### config.mk
export PLATFORM = sky130hd
export DESIGN_NAME = divider
export DESIGN_NICKNAME = d
export VERILOG_FILES = /design/src/rtl/divider.sv
export SDC_FILE = /design/constraint.sdc
export NUM_CORES = 1
export LEC_CHECK = 0
export ABC_CLOCK_PERIOD_IN_PS = 3700
export BUFFER_PORTS_ARGS = -buffer_cell sky130_fd_sc_hd__buf_2
export CAP_MARGIN = 20
export CELL_PAD_IN_SITES_DETAIL_PLACEMENT = 1
export CELL_PAD_IN_SITES_GLOBAL_PLACEMENT = 1
export CORE_MARGIN = 2
export CORE_UTILIZATION = 45
export DETAILED_ROUTE_END_ITERATION = 8
export PLACE_DENSITY_LB_ADDON = 0.08
export SKIP_CTS_REPAIR_TIMING = 1
export SYNTH_ARGS = -nofsm -noshare
export SYNTH_HDL_FRONTEND = slang
export SYNTH_SLANG_ARGS = --single-unit
### constraint.sdc
create_clock -name clk -period 3.7 [get_ports clk]
set_input_delay 0.185 -clock clk [delete_from_list [all_inputs] [get_ports clk]]
set_output_delay 0.185 -clock clk [all_outputs]
set_load 0.02 [all_outputs]
### src/rtl/divider.sv
// -----------------------------------------------------------------------------
// divider
//
// Signed two's-complement sequential divider. It uses restoring division and
// produces one quotient bit per clock. Signs are stripped when an operation
// starts and are applied again when the result is published. The quotient
// truncates toward zero, and the remainder takes the sign of the dividend.
//
// Ports
//   clk        sole clock, rising-edge
//   reset      asynchronous, active-low reset
//   DivCtrl    start request, honoured only while idle
//   dividendo  signed dividend, captured at start
//   divisor    signed divisor, captured at start
//   HI         remainder result register
//   LO         quotient result register
//   busy       high while iterating or publishing
//   done       one-cycle pulse when a result or a divide-by-zero is reported
//   DivZero    sticky divide-by-zero flag, cleared by the next accepted start
//
// Timing: start accepted at edge 0 -> HI/LO/done update at edge WIDTH+1.
// A zero divisor reports at edge 1 and leaves HI/LO untouched.
// -----------------------------------------------------------------------------
module divider #(
    parameter int WIDTH = 32
) (
    input  logic             clk,
    input  logic             reset,
    input  logic             DivCtrl,
    input  logic [WIDTH-1:0] dividendo,
    input  logic [WIDTH-1:0] divisor,
    output logic [WIDTH-1:0] HI,
    output logic [WIDTH-1:0] LO,
    output logic             busy,
    output logic             done,
    output logic             DivZero
);

    localparam int CW = $clog2(WIDTH + 1);
    localparam logic [CW-1:0] LAST_STEP = CW'(WIDTH - 1);

    typedef enum logic [1:0] {
        IDLE   = 2'd0,
        CALC   = 2'd1,
        FINISH = 2'd2,
        ZERO   = 2'd3
    } state_t;

    state_t state_reg, state_next;

    logic [WIDTH-1:0] quo_reg;      // dividend magnitude, shifted into quotient
    logic [WIDTH-1:0] dvs_reg;      // divisor magnitude
    logic [WIDTH-1:0] rem_reg;      // partial remainder
    logic [CW-1:0]    count_reg;
    logic             sign_dvd_reg;
    logic             sign_dvs_reg;
    logic [WIDTH-1:0] hi_reg;
    logic [WIDTH-1:0] lo_reg;
    logic             done_reg;
    logic             divzero_reg;

    // Magnitudes of the live inputs. Negating the most negative value returns
    // the same bit pattern, which read as unsigned is exactly 2^(WIDTH-1).
    logic [WIDTH-1:0] dvd_mag;
    logic [WIDTH-1:0] dvs_mag;
    assign dvd_mag = dividendo[WIDTH-1] ? ('0 - dividendo) : dividendo;
    assign dvs_mag = divisor[WIDTH-1]   ? ('0 - divisor)   : divisor;

    // One restoring step. The remainder is always below the divisor magnitude,
    // so the shifted remainder fits in WIDTH bits. The subtraction is done in
    // WIDTH+1 bits so that its borrow is a clean "does not fit" indicator.
    logic [WIDTH-1:0] rem_shift;
    logic [WIDTH:0]   diff;
    logic             fits;
    assign rem_shift = {rem_reg[WIDTH-2:0], quo_reg[WIDTH-1]};
    assign diff      = {1'b0, rem_shift} - {1'b0, dvs_reg};
    assign fits      = ~diff[WIDTH];

    // ---------------- FSM ----------------
    always_ff @(posedge clk or negedge reset) begin
        if (!reset) begin
            state_reg <= IDLE;
        end else begin
            state_reg <= state_next;
        end
    end

    always_comb begin
        state_next = state_reg;
        case (state_reg)
            IDLE: begin
                if (DivCtrl) begin
                    state_next = (divisor == '0) ? ZERO : CALC;
                end
            end
            CALC: begin
                if (count_reg == LAST_STEP) begin
                    state_next = FINISH;
                end
            end
            FINISH:  state_next = IDLE;
            ZERO:    state_next = IDLE;
            default: state_next = IDLE;
        endcase
    end

    // ---------------- datapath ----------------
    always_ff @(posedge clk or negedge reset) begin
        if (!reset) begin
            quo_reg      <= '0;
            dvs_reg      <= '0;
            rem_reg      <= '0;
            count_reg    <= '0;
            sign_dvd_reg <= 1'b0;
            sign_dvs_reg <= 1'b0;
            hi_reg       <= '0;
            lo_reg       <= '0;
            done_reg     <= 1'b0;
            divzero_reg  <= 1'b0;
        end else begin
            done_reg <= 1'b0;
            case (state_reg)
                IDLE: begin
                    if (DivCtrl) begin
                        quo_reg      <= dvd_mag;
                        dvs_reg      <= dvs_mag;
                        rem_reg      <= '0;
                        count_reg    <= '0;
                        sign_dvd_reg <= dividendo[WIDTH-1];
                        sign_dvs_reg <= divisor[WIDTH-1];
                        divzero_reg  <= 1'b0;
                    end
                end
                CALC: begin
                    quo_reg   <= {quo_reg[WIDTH-2:0], fits};
                    rem_reg   <= fits ? diff[WIDTH-1:0] : rem_shift;
                    count_reg <= count_reg + CW'(1);
                end
                FINISH: begin
                    lo_reg   <= (sign_dvd_reg ^ sign_dvs_reg) ? ('0 - quo_reg) : quo_reg;
                    hi_reg   <= sign_dvd_reg ? ('0 - rem_reg) : rem_reg;
                    done_reg <= 1'b1;
                end
                ZERO: begin
                    divzero_reg <= 1'b1;
                    done_reg    <= 1'b1;
                end
                default: ;
            endcase
        end
    end

    assign HI      = hi_reg;
    assign LO      = lo_reg;
    assign busy    = (state_reg == CALC) || (state_reg == FINISH);
    assign done    = done_reg;
    assign DivZero = divzero_reg;

endmodule

-- Word level (Yosys, flattened, before mapping)
Index checks and enable logic that the tools add are counted.
- register bits: 172
- input port bits: 67
- output and inout port bits: 67
- add/subtract/negate cells: 6
- equality and inequality tests: 6
- multiplexer cells: 18
- bitwise operators: 2
- reductions and logical operators: 10
- operator list (kind ; number):
    two-way mux 32 bit ; 7
    case mux 32 bit (2 select lines) ; 2
    subtractor 1 x 32 -> 32 bit, first input constant ; 4
    subtractor 32 x 32 -> 33 bit ; 1
    logical NOT 32 bit ; 1
    case mux 6 bit (2 select lines) ; 1
    AND reduction 2 bit ; 4
    adder 6 x 1 -> 6 bit, second input constant ; 1
    equality test 6 x 5 -> 1 bit, second input constant ; 1
    two-way mux 2 bit ; 3
    two-way mux 6 bit ; 1
    case mux 2 bit (3 select lines) ; 1
    equality test 2 bit, second input constant ; 2
    != test 2 bit, second input constant ; 2
    nonzero test 2 bit ; 2
    equality test 2 x 1 -> 1 bit, second input constant ; 1
    logical NOT 2 bit ; 1
    two-way mux 1 bit ; 2
    case mux 1 bit (2 select lines) ; 1
    OR reduction 2 bit ; 1
    logical OR 1 bit ; 1
    NOT 1 bit ; 1
    bitwise XOR 1 bit ; 1

-- Longest topological paths before layout
Gate-level depths: netlist of the first run.
- word-level depth: 4
- mapped depth: 13
- mapped depth without buffers: 12

-- Worst setup path before layout of the first run
OpenSTA, ideal clock, no wires.
- kind: flip-flop to flip-flop
- start: reg quo_reg[31]
- end: reg rem_reg[30]
- setup time: 0.134 ns
- data arrival time: 2.866 ns
- path slack: 0.701 ns
- cell stages (with the launch flop): 13
- clock period less this slack: 2.999 ns
- cell sequence: dfrtp_1 -> inv_1 -> ha_1 -> fa_1 -> nor2b_1 -> o31ai_1 -> o21ai_0 -> a211oi_1 -> o41ai_1 -> o21ai_0 -> mux2i_1 -> a2111oi_0 -> o21ai_0
- cells in the longest elaborated chain, start to end: 3
- ends and longest elaborated chain (item ; RTL line ; text):
    start: declaration ; 51 ; logic [WIDTH-1:0] quo_reg;
    start signal: assignment ; 125 ; quo_reg <= dvd_mag;
    start signal: assignment ; 135 ; quo_reg <= {quo_reg[WIDTH-2:0], fits};
    subtractor 32 x 32 -> 33 bit ; 76 ; assign diff = {1'b0, rem_shift} - {1'b0, dvs_reg};
    two-way mux 32 bit ; 136 ; rem_reg <= fits ? diff[WIDTH-1:0] : rem_shift;
    case mux 32 bit (2 select lines) ; 122 ; case (state_reg)
    end signal: assignment ; 136 ;
    end: declaration ; 53 ; logic [WIDTH-1:0] rem_reg;
Every way passes these cells.
A chain may end at the register's enable or synchronous reset.

-- Worst setup path after layout of the first run
- start: reg rem_reg[0]
- end: reg rem_reg[14]
- cells in the longest elaborated chain, start to end: 3
- ends and longest elaborated chain (item ; RTL line):
    subtractor 32 x 32 -> 33 bit ; 76
    two-way mux 32 bit ; 136
    case mux 32 bit (2 select lines) ; 122
Every way passes these cells.

==> results of run 1 <==
final cells by class:
type	instances	area, µm²
fill	2997	11400
multi-input combinational	1039	6480
sequential	172	4300
timing repair buffer	168	950
clock buffer	18	439
tap	324	405
clock inverter	14	200
inverter	51	191
power by group:
group,switching [W],internal [W]
clock network,0.000863,0.00112
logic,0.00466,0.00274
registers,0.000718,0.00269
metrics by stage:
step                hold slack [ns]  utilization, %  cells  setup slack (ns)
finish                       0.0697            53.2   1786             0.369
global route                 0.0787            53.2   1786            0.0626
CTS                          -0.186            53.1   1785             0.367
global placement              0.283            50.5   1753             0.435
floorplan                    -0.111               -   1336             0.701
detailed placement            0.287            50.5   1753             0.414
routing by layer:
metal / part of all wire, % / wire length [µm] / track usage (%)
met5: 0 / 0 / 0
met3: 4.0 / 1300 / 2.71
met2: 45 / 14800 / 40.6
met1: 50 / 16400 / 37.8
met4: 1.2 / 404 / 6.32
cell usage in the layout (no fill, tap or decap), types with 12 or more instances in the layout:
cell type,instances
dfrtp_1,172
nand2_1,154
buf_2,132
a21oi_1,128
o21ai_0,119
nor2_1,113
xor2_1,107
nand3_1,66
inv_1,51
ha_1,40
xnor2_1,38
o31ai_1,33
buf_4,33
nor3_1,20
o41ai_1,19
a21o_1,18
clkbuf_16,17
or4_1,15
nand2b_1,14
mux2_2,12
cell families after synthesis:
family,share of synthesized area [%]
fa+ha+maj,4.87
buf+inv,4.19
simple gates,18.8
compound gates,20.6
xor+xnor,11.3
flops,38.4
mux,1.83
Yosys cell counts, drive strengths merged, types with 2 or more instances:
master,count
inv,51
nor2b,7
and2,4
or2,10
a211oi,2
dfrtp,172
a21oi,128
mux2i,7
buf,6
nor4,11
o31ai,35
or3,12
a221o,2
a22o,3
o21bai,2
o21a,7
mux2,12
nand3b,11
a32oi,9
o22a,2
o211ai,2
xor2,107
nand2b,14
nand2,155
ha,42
a31oi,7
nor2,113
o221ai,3
clkbuf,68
o41ai,20
or4,18
and3,6
a21o,18
o31a,2
o22ai,8
xnor2,38
nor3,20
nand4,4
o21ai,121
nand3,66
how the worst min path moves through the flow:
stage | start | to | slack (ns) | cells after the start
after global placement | reset | HI[20] | 0.28 | 1
after floorplan | reset | DivZero | -0.11 | 0
final | dividendo[26] | quo_reg[26] | 0.07 | 3
after detailed placement | reset | HI[14] | 0.29 | 1
after global routing | dividendo[26] | quo_reg[26] | 0.08 | 3
after CTS | reset | HI[18] | -0.19 | 1
worst register-to-register path: cells and delay by family, from the launching register on:
family | cells | cell delay (ns)
AO/OA/AOI/OAI | 5 | 1.52
adder cells (fa/ha/maj) | 1 | 0.43
AND/OR/NAND/NOR | 3 | 0.45
flip-flops | 1 | 0.45
buffers and inverters | 2 | 0.42
==> results.toml, run 1 <==
[worst_setup_path]
required_ns = 4.07
crit_family = "compound AO/OA/AOI/OAI gates"
crit_slowest_cell = "a41o_1"
r2r_end = "rem_reg[14]"
cp-endpoint = "rem_reg[14]"
crit_chain = "inv_1 > fa_1 > nor2b_1 > o31ai_1 > o221ai_1 > a21oi_1 > o21ai_0 > a41o_1 > buf_4 > nand3_1 > nand3_1"
crit_arrival_ns = 3.70
critPathLaunchType = "flop"
critPathBufInv = 2
path_max_fanout = 13
crit_path_frequent_cell = "nand3_1"
r2r-start = "rem_reg[0]"
critPathKind = "reg -> reg"
max_stage_delay_ns = 0.48
endpoint_kind = "flop"
crit_start = "rem_reg[0]"
crit_cells = 11
reg2regPathDepth = 11
regToRegSetupSlack_ns = 0.37

[synthesis]
synth_nets = 1446
synth_area_um2 = 11200
synth_edf_count = 0
synthTopCellsByArea = "dfrtp_1 (38%), xor2_1 (8.4%), a21oi_1 (5.7%)"
synthFlopType = "dfrtp_1"
syn_inst = 1336
ys_ff_latch = 172
async_flop_share_pct = 100
ys_warn_count = 0
synth_area_per_cell_um2 = 8.39
ys_seq_area_share_pct = 38.4
synth_cell_types = 55
synth_top_area_share_pct = 38.4
yosysTopAreaCell = "dfrtp_1"

[sta]
clock_skew_ns = 0.0218
fin_crit_ns = 3.33
slew_headroom_pct = 43.7
setup-violations-final = 0
rsz0062_at_grt = "false"
setup_tns_ns = 0
period_share_pct = 90.0
tightest_slew_ns = 0.842
slew_viol_final = 0
hold_violations = 0
max_freq_mhz = 300

[clock_tree]
h-tree-depth = 4
cts_made_buffers = 17
cts.sink_count = 172
clkTransAtPathRegs_ns = 0.08
clk_path_buf_depth = 2
cts_tree = "built"
root_buffer = "clkbuf_16"
clk_latency_ns = 0.44

[final_layout]
design_area_um2 = 13000
area_delta_synth_final_pct = 15.8
n_antenna_cell = 0
layout-drive-gt1-share_pct = 16.1
nets = 1559

[power_and_ir_drop]
p_total_w = 0.0128
ir_drop_mv = 0.667
p_leak_nw = 6.11
power.density_nw_per_um2 = 986

[floorplan]
die_h_um = 162
core.rowCount = 57
core_um2 = 24400
start_util_pct = 45.9
die_x_um = 162
die_area_um2 = 26200
io_pins = 134

[outcome]
status = "finished, final reports clean"

[drt]
routed_wl_um = 32900
drc = 0
first_pass_iters = 5
vias = 10200
drtIter0Drc = 683
wire_per_inst_um = 18.4
vias_per_cell = 5.73
ant_nets = 0

[global_route]
grt_start_max_net_pins = 78
track_usage_pct = 25.7
grt_pass1_wl_um = 54100
grt_overflow = 0
grt_pass1_vias = 10300
antenna_found_initial = 0

[place]
port_buffers = 133
dp_hpwl_um = 24500
place_congestion = 0.883
placed_area_um2 = 12300

[min_path]
worstHoldPathType = "in -> reg"

[run]
drv_cap = 0
Note: power is estimated with default switching activity, not from simulation.
==> run 2: changes to the inputs <==
Settings changed: ABC_CLOCK_PERIOD_IN_PS 3700 to 4000, CORE_UTILIZATION 45 to 48.
Clock period 3.7 ns to 4 ns, I/O delays scaled along.
==> results.toml, run 2 (synthesis results as in run 1) <==
[power_and_ir_drop]
ir_drop_mv = 0.683
power.density_nw_per_um2 = 914
p_leak_nw = 6.02

[worst_setup_path]
crit_start = "quo_reg[31]"
reg2regPathDepth = 13
required_ns = 4.34
crit_cells = 13
crit_chain = "inv_1 > ha_1 > fa_1 > nor2b_1 > o31ai_1 > o221ai_1 > a21oi_1 > o21ai_0 > a41oi_4 > buf_4 > nor3_1 > a21oi_1 > o21ai_0"
endpoint_kind = "flop"
path_max_fanout = 11
crit_slowest_cell = "o21ai_0"
critPathKind = "reg -> reg"
crit_family = "compound AO/OA/AOI/OAI gates"
r2r_end = "rem_reg[13]"
critPathBufInv = 2
critPathLaunchType = "flop"
r2r-start = "quo_reg[31]"
regToRegSetupSlack_ns = 0.27
max_stage_delay_ns = 0.47
crit_arrival_ns = 4.07
cp-endpoint = "rem_reg[13]"

[floorplan]
io_pins = 134
core_um2 = 22800
start_util_pct = 49.2
die_h_um = 157
die_area_um2 = 24600
die_x_um = 157
core.rowCount = 55

[final_layout]
n_antenna_cell = 0
final_util_pct = 56.3
layout-drive-gt1-share_pct = 15.5
final_cell_mix = "dfrtp_1 (172), nand2_1 (154), buf_2 (132), a21oi_1 (128), o21ai_0 (119)"
nets = 1552
layout_commonest_cell = "dfrtp_1"
area_delta_synth_final_pct = 14.5

[global_route]
antenna_found_initial = 0
grt_pass1_vias = 10300
grt_pass1_wl_um = 54200
grt_overflow = 0
grt_start_max_net_pins = 80
track_usage_pct = 27.7

[sta]
rsz0062_at_grt = "false"
clock_skew_ns = 0.0118
slew_headroom_pct = 37.5
setup_ws_ns = 0.269
hold_violations = 0
max_freq_mhz = 268
slew_viol_final = 0
setup-violations-final = 0
period_share_pct = 93.3
fin_crit_ns = 3.73
hold_slack_ns = 0.0826
setup_tns_ns = 0
tightest_slew_ns = 0.938

[clock_tree]
clk_path_buf_depth = 2
cts.sink_count = 172
cts_made_buffers = 17
h-tree-depth = 4
clkTransAtPathRegs_ns = 0.07
root_buffer = "clkbuf_16"
clk_latency_ns = 0.44
cts_tree = "built"

[run]
drv_cap = 0

[place]
dp_hpwl_um = 24500
post-place-ws_ns = 0.260
place_congestion = 0.926
port_buffers = 133

[drt]
vias = 10300
drc = 0
wire_per_inst_um = 18.7
ant_nets = 0
drtIter0Drc = 552
vias_per_cell = 5.80
first_pass_iters = 5
routed_wl_um = 33100

[outcome]
status = "finished, final reports clean"

[min_path]
worstHoldPathType = "in -> reg"
-- run 2: metrics by stage --
stage          area, µm²  std cells  total power, W
5_1_grt            12800       1768          0.0127
4_1_cts            12800       1767          0.0117
3_5_place_dp       12200       1735         0.00994
6_report           12800       1768          0.0117
3_3_place_gp       12200       1735         0.00968
2_1_floorplan      11200       1336         0.00790
-- run 2: where the power goes --
group | switching, W | total, W | internal (W)
logic | 0.00433 | 0.00683 | 0.00250
registers | 0.000728 | 0.00322 | 0.00249
clock network | 0.000790 | 0.00168 | 0.000886
-- run 2: tightest hold or removal path, delay by kind of cell --
family          cells  cell delay, ns
buf+inv             1            0.10
xor+xnor            1            0.06
compound gates      1            0.12
-- run 2: per-layer routing --
layer  wire length (µm)  GRT usage (%)  vias up  share of wire, %
met5                  0              0        -                 0
met4                384           6.16        0               1.2
met3               1400           3.52       32               4.2
met2              15300           43.9      217                46
met1              16000           40.5     5055                48
li1                   -              -     4949                 -
-- run 2: layout make-up --
cell class                 count  area [µm²]
fill                        2764        9950
clock buffer                  18         429
sequential                   172        4300
timing repair buffer         161         885
clock inverter                14         150
inverter                      51         191
tap                          313         392
multi-input combinational   1039        6480
-- run 2: how the worst min path moves through the flow --
stage,from,to,slack (ns),cells after the start
2_1_floorplan,reset,DivZero,-0.1,0
3_3_place_gp,reset,HI[15],0.29,1
3_5_place_dp,reset,HI[20],0.29,1
4_1_cts,reset,HI[20],-0.18,1
5_1_grt,divisor[10],dvs_reg[10],0.1,3
6_report,divisor[20],dvs_reg[20],0.08,3
